$ cat config.mk
export PLATFORM = sky130hd
export DESIGN_NAME = flash_sr_check
export DESIGN_NICKNAME = d
export VERILOG_FILES = /design/src/rtl/flash_sr_check_pkg.sv /design/src/rtl/flash_sr_check.sv
export SDC_FILE = /design/constraint.sdc
export NUM_CORES = 1
export LEC_CHECK = 0
export ABC_AREA = 1
export ABC_CLOCK_PERIOD_IN_PS = 1800
export BUFFER_PORTS_ARGS = -buffer_cell sky130_fd_sc_hd__buf_2
export CORE_MARGIN = 1
export CORE_UTILIZATION = 59
export CTS_CLUSTER_SIZE = 16
export DETAILED_ROUTE_END_ITERATION = 10
export PLACE_DENSITY = 0.85
export RECOVER_POWER = 100
export SKIP_CTS_REPAIR_TIMING = 1
export SLEW_MARGIN = 20
export SYNTH_ARGS = -nofsm -noshare
export SYNTH_HDL_FRONTEND = slang
export SYNTH_SLANG_ARGS = --single-unit
export TNS_END_PERCENT = 5
$ cat constraint.sdc
create_clock -name clk -period 1.8 [get_ports clk]
set_input_delay 0.36 -clock clk [delete_from_list [all_inputs] [get_ports clk]]
set_output_delay 0.36 -clock clk [all_outputs]
set_load 0.01 [all_outputs]
$ cat src/rtl/flash_sr_check_pkg.sv
// Shared flash constants (opcodes, locked status values) and the status-check FSM encoding.
package flash_sr_check_pkg;

    localparam logic [7:0] FLASH_CMD_RDSR1   = 8'h05;
    localparam logic [7:0] FLASH_CMD_RDSR2   = 8'h35;
    localparam logic [7:0] FLASH_SR1_LOCKED  = 8'h28;
    localparam logic [7:0] FLASH_SR2_LOCKED  = 8'h03;

    // Counting down from 6 through 0 and then to 15 gives 8 bits; bit 3 set marks the last one.
    localparam logic [3:0] SR_BIT_RELOAD = 4'd6;

    typedef enum logic [2:0] {
        IDLE,
        START,
        CMD_LO,
        CMD_HI,
        RD_LO,
        RD_HI,
        PAUSE,
        DONE
    } sr_state_t;

    function automatic logic masked_eq(input logic [7:0] val, input logic [7:0] exp,
                                       input logic [7:0] mask);
        return ((val ^ exp) & mask) == 8'h00;
    endfunction

endpackage

$ cat src/rtl/flash_sr_check.sv
// Reads flash SR1 then SR2 over SPI mode 0 and compares them against the expected locked values.
module flash_sr_check
    import flash_sr_check_pkg::*;
#(
    parameter logic [7:0] CMD_SR1   = FLASH_CMD_RDSR1,
    parameter logic [7:0] CMD_SR2   = FLASH_CMD_RDSR2,
    parameter logic [7:0] EXP_SR1   = FLASH_SR1_LOCKED,
    parameter logic [7:0] EXP_SR2   = FLASH_SR2_LOCKED,
    parameter logic [7:0] MASK_SR1  = 8'hFF,
    parameter logic [7:0] MASK_SR2  = 8'hFF,
    parameter int         PAUSE_LEN = 8
) (
    input  logic       clk,
    input  logic       rst,
    output logic       spi_mosi,
    input  logic       spi_miso,
    output logic       spi_clk,
    output logic       spi_cs_n,
    input  logic       go,
    output logic       rdy,
    output logic       done,
    output logic       match,
    output logic [7:0] sr1,
    output logic [7:0] sr2
);

    sr_state_t  state;
    logic       reg_sel;
    logic       sample_en;
    logic [3:0] bit_cnt;
    logic [3:0] pause_cnt;
    logic [7:0] cmd;
    logic [2:0] bit_sel;

    assign cmd     = reg_sel ? CMD_SR2 : CMD_SR1;
    assign bit_sel = bit_cnt[2:0] + 3'd1;
    assign rdy     = (state == IDLE);

    always_ff @(posedge clk) begin
        if (rst) begin
            state     <= IDLE;
            reg_sel   <= 1'b0;
            sample_en <= 1'b0;
            bit_cnt   <= SR_BIT_RELOAD;
            pause_cnt <= 4'd0;
            spi_cs_n  <= 1'b1;
            spi_clk   <= 1'b0;
            spi_mosi  <= 1'b0;
            done      <= 1'b0;
            match     <= 1'b0;
            sr1       <= 8'h00;
            sr2       <= 8'h00;
        end else begin
            done      <= 1'b0;
            sample_en <= (state == RD_HI);

            // Pins follow the state one cycle late, so the sample lands while spi_clk is high.
            if (sample_en) begin
                if (reg_sel) sr2 <= {sr2[6:0], spi_miso};
                else         sr1 <= {sr1[6:0], spi_miso};
            end

            case (state)
                START, CMD_LO: begin
                    spi_cs_n <= 1'b0;
                    spi_clk  <= 1'b0;
                    spi_mosi <= (state == CMD_LO) ? cmd[bit_sel] : 1'b0;
                end
                CMD_HI: begin
                    spi_cs_n <= 1'b0;
                    spi_clk  <= 1'b1;
                    spi_mosi <= cmd[bit_sel];
                end
                RD_LO, RD_HI: begin
                    spi_cs_n <= 1'b0;
                    spi_clk  <= (state == RD_HI);
                    spi_mosi <= 1'b0;
                end
                default: begin
                    spi_cs_n <= 1'b1;
                    spi_clk  <= 1'b0;
                    spi_mosi <= 1'b0;
                end
            endcase

            case (state)
                IDLE: begin
                    if (go) begin
                        state   <= START;
                        reg_sel <= 1'b0;
                        match   <= 1'b0;
                        sr1     <= 8'h00;
                        sr2     <= 8'h00;
                    end
                end
                START: begin
                    bit_cnt <= SR_BIT_RELOAD;
                    state   <= CMD_LO;
                end
                CMD_LO: state <= CMD_HI;
                CMD_HI: begin
                    if (bit_cnt[3]) begin
                        bit_cnt <= SR_BIT_RELOAD;
                        state   <= RD_LO;
                    end else begin
                        bit_cnt <= bit_cnt - 4'd1;
                        state   <= CMD_LO;
                    end
                end
                RD_LO: state <= RD_HI;
                RD_HI: begin
                    if (bit_cnt[3]) begin
                        bit_cnt   <= SR_BIT_RELOAD;
                        pause_cnt <= 4'(PAUSE_LEN - 1);
                        state     <= PAUSE;
                    end else begin
                        bit_cnt <= bit_cnt - 4'd1;
                        state   <= RD_LO;
                    end
                end
                PAUSE: begin
                    if (pause_cnt != 4'd0) begin
                        pause_cnt <= pause_cnt - 4'd1;
                    end else if (!reg_sel) begin
                        reg_sel <= 1'b1;
                        state   <= START;
                    end else begin
                        state <= DONE;
                        done  <= 1'b1;
                        match <= masked_eq(sr1, EXP_SR1, MASK_SR1) &&
                                 masked_eq(sr2, EXP_SR2, MASK_SR2);
                    end
                end
                DONE:    state <= IDLE;
                default: state <= IDLE;
            endcase
        end
    end

endmodule

==> impl_metrics.xml, run 1 <==
<?xml version="1.0" encoding="UTF-8"?>
<metrics>
  <group name="outcome">
    <metric name="status" unit="">completed</metric>
  </group>
  <group name="sta">
    <metric name="maxSlewViolCount" unit="">0</metric>
    <metric name="fin_worst_skew" unit="ns">0.00964</metric>
    <metric name="finalWorstPathRequiredPeriod" unit="ns">1.66</metric>
    <metric name="grt_setup_unrepaired" unit="">no</metric>
    <metric name="transition_time_of_the_tightest_slew_check_pin" unit="ns">0.498</metric>
    <metric name="setup-violations-final" unit="">0</metric>
    <metric name="hold_viol" unit="">0</metric>
    <metric name="relSlewSlack" unit="">0.667</metric>
    <metric name="max_clock_freq" unit="MHz">602</metric>
    <metric name="final_min_period_over_clock_period" unit="">0.924</metric>
    <metric name="setup_tns" unit="ns">0</metric>
  </group>
  <group name="drt">
    <metric name="routed_via_density" unit="">5.38</metric>
    <metric name="dr_wl_met3" unit="um">201</metric>
    <metric name="antenna_left" unit="">0</metric>
    <metric name="wl_met1" unit="um">1410</metric>
    <metric name="detailedRoute.firstPassIterationCount" unit="">4</metric>
    <metric name="initial_detailed_routing_violation_count" unit="">68</metric>
    <metric name="route.detailed.drc" unit="">0</metric>
    <metric name="vias" unit="">1426</metric>
    <metric name="met2RoutedLength" unit="um">1370</metric>
    <metric name="topRoutingLayerUsed" unit="">met4</metric>
    <metric name="avgRoutedWirePerCell" unit="um">11.5</metric>
    <metric name="sum_of_routed_wire_length_over_all_layers" unit="um">3040</metric>
  </group>
  <group name="grt">
    <metric name="grt_first_pass_wirelength" unit="um">5120</metric>
    <metric name="first_global_vias" unit="">1231</metric>
    <metric name="track_usage" unit="">0.256</metric>
    <metric name="initial_antenna_violation_count" unit="">0</metric>
    <metric name="grt_start_max_net_pins" unit="">18</metric>
    <metric name="global_route.overflow_total" unit="">0</metric>
  </group>
  <group name="logic_synthesis">
    <metric name="yosys_register_bits" unit="">34</metric>
    <metric name="netlist_area" unit="sq um">1540</metric>
    <metric name="post-synth-top-area-fraction" unit="">0.441</metric>
    <metric name="synthDistinctLibCells" unit="">27</metric>
    <metric name="postSynth.asyncResetShare" unit="">0</metric>
    <metric name="mappedNetlistNets" unit="">215</metric>
    <metric name="dominantRegCellSynth" unit="">dfxtp_1</metric>
    <metric name="post_synthesis_area_per_instance" unit="sq um">7.45</metric>
    <metric name="yosys.area.top_type" unit="">dfxtp_1</metric>
    <metric name="synth_commonest_cells" unit="">nand2_1, dfxtp_1, nand3_1</metric>
    <metric name="number_of_enable_type_register_cells_in_the_synthesized_netlist" unit="">0</metric>
    <metric name="synth_sequential_area_ratio" unit="">0.441</metric>
    <metric name="cell_types_occupying_the_most_area_after_synthesis" unit="">dfxtp_1, nand2_1, nand3_1, a21oi_1, nor2_1</metric>
    <metric name="yosys_warnings" unit="">0</metric>
    <metric name="netlist_instances" unit="">207</metric>
    <metric name="yosysMostFrequentCell" unit="">nand2_1</metric>
  </group>
  <group name="floorplan">
    <metric name="ios" unit="">26</metric>
    <metric name="rows" unit="">18</metric>
    <metric name="die_y" unit="um">53.1</metric>
    <metric name="chipWidth" unit="um">53.1</metric>
    <metric name="design.core.area" unit="sq um">2480</metric>
    <metric name="die_area" unit="sq um">2820</metric>
    <metric name="start_util" unit="">0.623</metric>
  </group>
  <group name="setup_path">
    <metric name="start_kind" unit="">flop</metric>
    <metric name="regToRegStartpoint" unit="">state[1]</metric>
    <metric name="critical_path_required" unit="ns">1.44</metric>
    <metric name="critPathCaptureType" unit="">output pin</metric>
    <metric name="crit_path_frequent_cell" unit="">inv_1</metric>
    <metric name="cp_num_buf_inv" unit="">3</metric>
    <metric name="crit_path_max_incr_delay" unit="ns">0.50</metric>
    <metric name="worst_reg2reg_path_endpoint" unit="">pause_cnt[3]</metric>
    <metric name="reg2regPathDepth" unit="">7</metric>
    <metric name="worstPathArrival" unit="ns">1.30</metric>
    <metric name="critical_path.cell_chain" unit="">inv_1 &gt; nand2_1 &gt; inv_1 &gt; buf_2</metric>
    <metric name="worstPathMaxFanout" unit="">7</metric>
    <metric name="crit_type" unit="">reg2out</metric>
    <metric name="crit_slowest_cell" unit="">dfxtp_1</metric>
    <metric name="r2r_slack" unit="ns">0.20</metric>
    <metric name="critical-path-top-delay-family" unit="">flip-flops</metric>
  </group>
  <group name="hold_path">
    <metric name="min_from" unit="">spi_miso</metric>
    <metric name="hold_path.class" unit="">in2reg</metric>
    <metric name="min_delay_path_depth" unit="">3</metric>
    <metric name="holdPathEnd" unit="">sr1[0]</metric>
  </group>
  <group name="power_and_ir_drop">
    <metric name="power.combinational.fraction" unit="">0.061</metric>
    <metric name="seq_power_share" unit="">0.617</metric>
    <metric name="clock_power_share" unit="">0.321</metric>
    <metric name="internal_power" unit="uW">963</metric>
    <metric name="max-vdd-ir-drop" unit="mV">0.595</metric>
    <metric name="power_density" unit="nW/um^2">739</metric>
    <metric name="switching_share" unit="">0.231</metric>
    <metric name="p_leak" unit="uW">0.000706</metric>
    <metric name="power.total" unit="uW">1250</metric>
    <metric name="p_sw" unit="uW">290</metric>
  </group>
  <group name="clock_network">
    <metric name="htree_levels" unit="">2</metric>
    <metric name="cts_max_path_buffers" unit="">2</metric>
    <metric name="tritoncts_clock_tree" unit="">yes</metric>
    <metric name="clkSlewWorstSetupHoldPaths" unit="ns">0.10</metric>
    <metric name="ctsRootBufferMaster" unit="">clkbuf_4</metric>
    <metric name="tritoncts.num_buffers" unit="">5</metric>
    <metric name="cts.sink_count" unit="">34</metric>
    <metric name="worst_skew_pair.late_latency" unit="ns">0.33</metric>
  </group>
  <group name="final_layout">
    <metric name="postLayoutCoreUtil" unit="">0.684</metric>
    <metric name="insertedDiodeCount" unit="">0</metric>
    <metric name="cell_area_after_layout" unit="sq um">1690</metric>
    <metric name="final_net_count" unit="">244</metric>
    <metric name="synthToLayoutAreaGrowth" unit="%">9.81</metric>
    <metric name="post_route_cells_drive_above_1_share" unit="">0.0809</metric>
    <metric name="finish.cell_count_without_fillers" unit="">265</metric>
  </group>
  <group name="run">
    <metric name="max_cap_viol_count" unit="">0</metric>
  </group>
  <group name="placement">
    <metric name="hpwlAfterDp" unit="um">2130</metric>
    <metric name="port_buffers" unit="">25</metric>
    <metric name="placed_area" unit="sq um">1700</metric>
    <metric name="dp.cells" unit="">259</metric>
    <metric name="gp_routability_congestion" unit="">0.855</metric>
  </group>
</metrics>
## flip-flops by register name, indices dropped and copies added, names as in the netlist
register / flops
bit_cnt: 4
pause_cnt: 4
sample_en: 1
done: 1
spi_clk: 1
sr1: 8
state: 3
spi_cs_n: 1
sr2: 8
reg_sel: 1
spi_mosi: 1
match: 1
## worst max path at each step
stage	from	endpoint	slack, ns	depth (start not counted)
after floorplan	state[0]	sr1[0]	0.60	6
after global placement	state[0]	bit_cnt[1]	0.44	5
after detailed placement	state[0]	bit_cnt[1]	0.40	5
after CTS	state[0]	rdy	0.1	4
after global routing	state[2]	rdy	0.04	4
final	state[2]	rdy	0.14	4
## layout by cell type, fill, tap and decap left out, types with 3 or more instances in the layout
master	n
nand3_1	31
clkbuf_4	5
buf_2	4
nor3_1	4
dfxtp_1	34
a21oi_1	24
nand2_4	3
nor2_1	20
ha_1	4
nand2_1	48
o21ai_0	3
clkbuf_1	21
inv_1	18
## power groups by stage
| stage | clock network [uW] | registers (uW) | logic (uW) |
|---|---|---|---|
| after floorplan | 0 | 786 | 65.9 |
| after global placement | 0 | 792 | 79.4 |
| after detailed placement | 0 | 792 | 80.6 |
| after CTS | 414 | 775 | 81.1 |
| after global routing | 446 | 775 | 88.2 |
| final | 402 | 773 | 76.9 |
## area by class of cell
class                   count  area (sq um)
clock buffers               6          51.3
flip-flops and latches     34           681
multi-input cells         148           734
inverters                  19          71.3
fillers                   228           783
well taps                  30          37.5
repair buffers             28           119
## cells by family after synthesis
logic type                 Yosys count  share of synthesized area
xor gates and xnor gates             1                    0.00568
buffers and inverters               25                     0.0665
adders and majority gates            4                     0.0324
DFF                                 34                      0.441
AOI/OAI and AO/OA                   33                      0.120
and+or+nand+nor                    110                      0.334
## worst register-to-register path, delay by kind of cell (launching register included)
| family | cells | cell delay (ns) |
|---|---|---|
| flip-flops | 1 | 0.53 |
| AND/OR/NAND/NOR | 7 | 0.98 |
## stage by stage
stage	hold WS, ns	setup slack (ns)
after global placement	0.463	0.439
after detailed placement	0.466	0.395
final	0.307	0.138
after global routing	0.307	0.0364
after CTS	0.298	0.0969
after floorplan	0.458	0.604
## layer usage
layer / GRT usage / up-vias
li1: - / 739
met1: 0.319 / 627
met5: 0 / -
met2: 0.386 / 53
met4: 0.167 / 0
met3: 0.0661 / 7
Note: power is estimated with default switching activity, not from simulation.
==> run 2, diff against run 1 <==
CORE_UTILIZATION = 53   (was 59)
PLACE_DENSITY = 0.78   (was 0.85)
==> impl_metrics.xml, run 2 (synthesis results as in run 1) <==
<?xml version="1.0" encoding="UTF-8"?>
<metrics>
  <group name="setup_path">
    <metric name="critical_path_required" unit="ns">1.44</metric>
    <metric name="crit_slowest_cell" unit="">dfxtp_1</metric>
    <metric name="worstPathMaxFanout" unit="">7</metric>
    <metric name="worstPathArrival" unit="ns">1.27</metric>
    <metric name="crit_path_max_incr_delay" unit="ns">0.50</metric>
    <metric name="critPathCaptureType" unit="">output pin</metric>
    <metric name="critical_path.cell_chain" unit="">inv_1 &gt; nand2_2 &gt; inv_1 &gt; clkbuf_1</metric>
    <metric name="crit_type" unit="">reg2out</metric>
    <metric name="crit_path_frequent_cell" unit="">inv_1</metric>
    <metric name="start_kind" unit="">flop</metric>
  </group>
  <group name="power_and_ir_drop">
    <metric name="p_leak" unit="uW">0.000694</metric>
    <metric name="power_density" unit="nW/um^2">752</metric>
    <metric name="power.total" unit="uW">1280</metric>
    <metric name="max-vdd-ir-drop" unit="mV">0.626</metric>
  </group>
  <group name="final_layout">
    <metric name="finish.cell_count_without_fillers" unit="">269</metric>
    <metric name="most-common-layout-cells" unit="">nand2_1, dfxtp_1, nand3_1</metric>
    <metric name="synthToLayoutAreaGrowth" unit="%">10.6</metric>
    <metric name="cell_area_after_layout" unit="sq um">1710</metric>
    <metric name="layout.cells.most_common" unit="">nand2_1</metric>
    <metric name="insertedDiodeCount" unit="">0</metric>
    <metric name="multi_input_logic_area" unit="sq um">732</metric>
    <metric name="filler_cell_count" unit="">272</metric>
    <metric name="top_regs" unit="">sr1: 8 flops, sr2: 8 flops</metric>
    <metric name="register_area" unit="sq um">681</metric>
    <metric name="final_net_count" unit="">245</metric>
    <metric name="post_route_cells_drive_above_1_share" unit="">0.0840</metric>
  </group>
  <group name="grt">
    <metric name="grt_start_max_net_pins" unit="">17</metric>
    <metric name="initial_antenna_violation_count" unit="">0</metric>
    <metric name="grt_first_pass_wirelength" unit="um">5000</metric>
    <metric name="first_global_vias" unit="">1168</metric>
    <metric name="track_usage" unit="">0.204</metric>
    <metric name="global_route.overflow_total" unit="">0</metric>
  </group>
  <group name="floorplan">
    <metric name="chipWidth" unit="um">56.0</metric>
    <metric name="ios" unit="">26</metric>
    <metric name="design.core.area" unit="sq um">2760</metric>
    <metric name="die_y" unit="um">56.0</metric>
    <metric name="rows" unit="">19</metric>
    <metric name="die_area" unit="sq um">3130</metric>
    <metric name="start_util" unit="">0.559</metric>
  </group>
  <group name="outcome">
    <metric name="status" unit="">completed</metric>
  </group>
  <group name="drt">
    <metric name="route.detailed.drc" unit="">0</metric>
    <metric name="initial_detailed_routing_violation_count" unit="">46</metric>
    <metric name="routed_via_density" unit="">5.29</metric>
    <metric name="detailedRoute.firstPassIterationCount" unit="">4</metric>
    <metric name="sum_of_routed_wire_length_over_all_layers" unit="um">3040</metric>
    <metric name="vias" unit="">1423</metric>
    <metric name="antenna_left" unit="">0</metric>
    <metric name="avgRoutedWirePerCell" unit="um">11.3</metric>
  </group>
  <group name="placement">
    <metric name="placed_area" unit="sq um">1710</metric>
    <metric name="gp_routability_congestion" unit="">0.840</metric>
    <metric name="port_buffers" unit="">25</metric>
    <metric name="hpwlAfterDp" unit="um">2170</metric>
    <metric name="dp.cells" unit="">261</metric>
  </group>
  <group name="sta">
    <metric name="relSlewSlack" unit="">0.506</metric>
    <metric name="setup_tns" unit="ns">0</metric>
    <metric name="fin_worst_skew" unit="ns">0.00746</metric>
    <metric name="finalWorstPathRequiredPeriod" unit="ns">1.63</metric>
    <metric name="setup-violations-final" unit="">0</metric>
    <metric name="maxSlewViolCount" unit="">0</metric>
    <metric name="grt_setup_unrepaired" unit="">no</metric>
    <metric name="max_clock_freq" unit="MHz">612</metric>
    <metric name="hold_viol" unit="">0</metric>
    <metric name="final_min_period_over_clock_period" unit="">0.908</metric>
    <metric name="transition_time_of_the_tightest_slew_check_pin" unit="ns">0.742</metric>
  </group>
  <group name="clock_network">
    <metric name="tritoncts.num_buffers" unit="">5</metric>
    <metric name="clkSlewWorstSetupHoldPaths" unit="ns">0.10</metric>
    <metric name="ctsRootBufferMaster" unit="">clkbuf_4</metric>
    <metric name="cts.sink_count" unit="">34</metric>
    <metric name="htree_levels" unit="">2</metric>
    <metric name="tritoncts_clock_tree" unit="">yes</metric>
    <metric name="cts_max_path_buffers" unit="">2</metric>
    <metric name="worst_skew_pair.late_latency" unit="ns">0.33</metric>
  </group>
  <group name="hold_path">
    <metric name="hold_path.class" unit="">in2reg</metric>
  </group>
  <group name="run">
    <metric name="max_cap_viol_count" unit="">0</metric>
  </group>
</metrics>
-- run 2: cell types whose count changed in the layout (fill, tap and decap cells not counted), sizes merged --
cell | before | now
clkbuf | 28 | 30
clkinv | 1 | 2
-- run 2: layout make-up --
cell class / instances / area share
Clock buffer: 7 / 0.0323
Clock inverter: 1 / 0.00293
Inverter: 19 / 0.0418
Multi-Input combinational cell: 148 / 0.429
Sequential cell: 34 / 0.399
Tap cell: 31 / 0.0227
Timing Repair Buffer: 29 / 0.0726
-- run 2: stage by stage --
stage	hold WS (ns)	utilization	setup WS (ns)
floorplan	0.458	-	0.604
global placement	0.469	0.618	0.482
detailed placement	0.475	0.618	0.464
CTS	0.291	0.640	0.150
global route	0.292	0.619	0.0243
finish	0.302	0.619	0.166
-- run 2: per-layer routing --
| metal | GRT usage | up-vias | part of all wire |
|---|---|---|---|
| met1 | 0.271 | 645 | 0.50 |
| met3 | 0.0488 | 5 | 0.033 |
| met4 | 0.105 | 0 | 0.015 |
| met2 | 0.310 | 24 | 0.45 |
| li1 | - | 749 | - |
| met5 | 0 | - | 0 |
-- run 2: path summary, 6_finish.rpt --
check                start     end  slack, ns  depth (start not counted)
setup / recovery  state[2]     rdy       0.17                          4
setup reg to reg  state[2]  sr2[3]       0.17                          5
hold / removal    spi_miso  sr2[0]       0.30                          3
hold reg to reg     sr2[7]  sr2[7]       0.49                          2
-- run 2: worst max-delay path, delay by kind of cell, from the launching register on --
kind,cells,cell delay [ns]
flip-flops,1,0.50
buffers and inverters,3,0.33
AND/OR/NAND/NOR,1,0.12
-- run 2: report_power, final --
| group | switching, uW | leakage (uW) | internal [uW] |
|---|---|---|---|
| Combinational | 53.1 | 0.000384 | 27.1 |
| Sequential | 11.7 | 0.000275 | 761 |
| Clock | 241 | 0.0000353 | 189 |
| Total | 306 | 0.000694 | 977 |
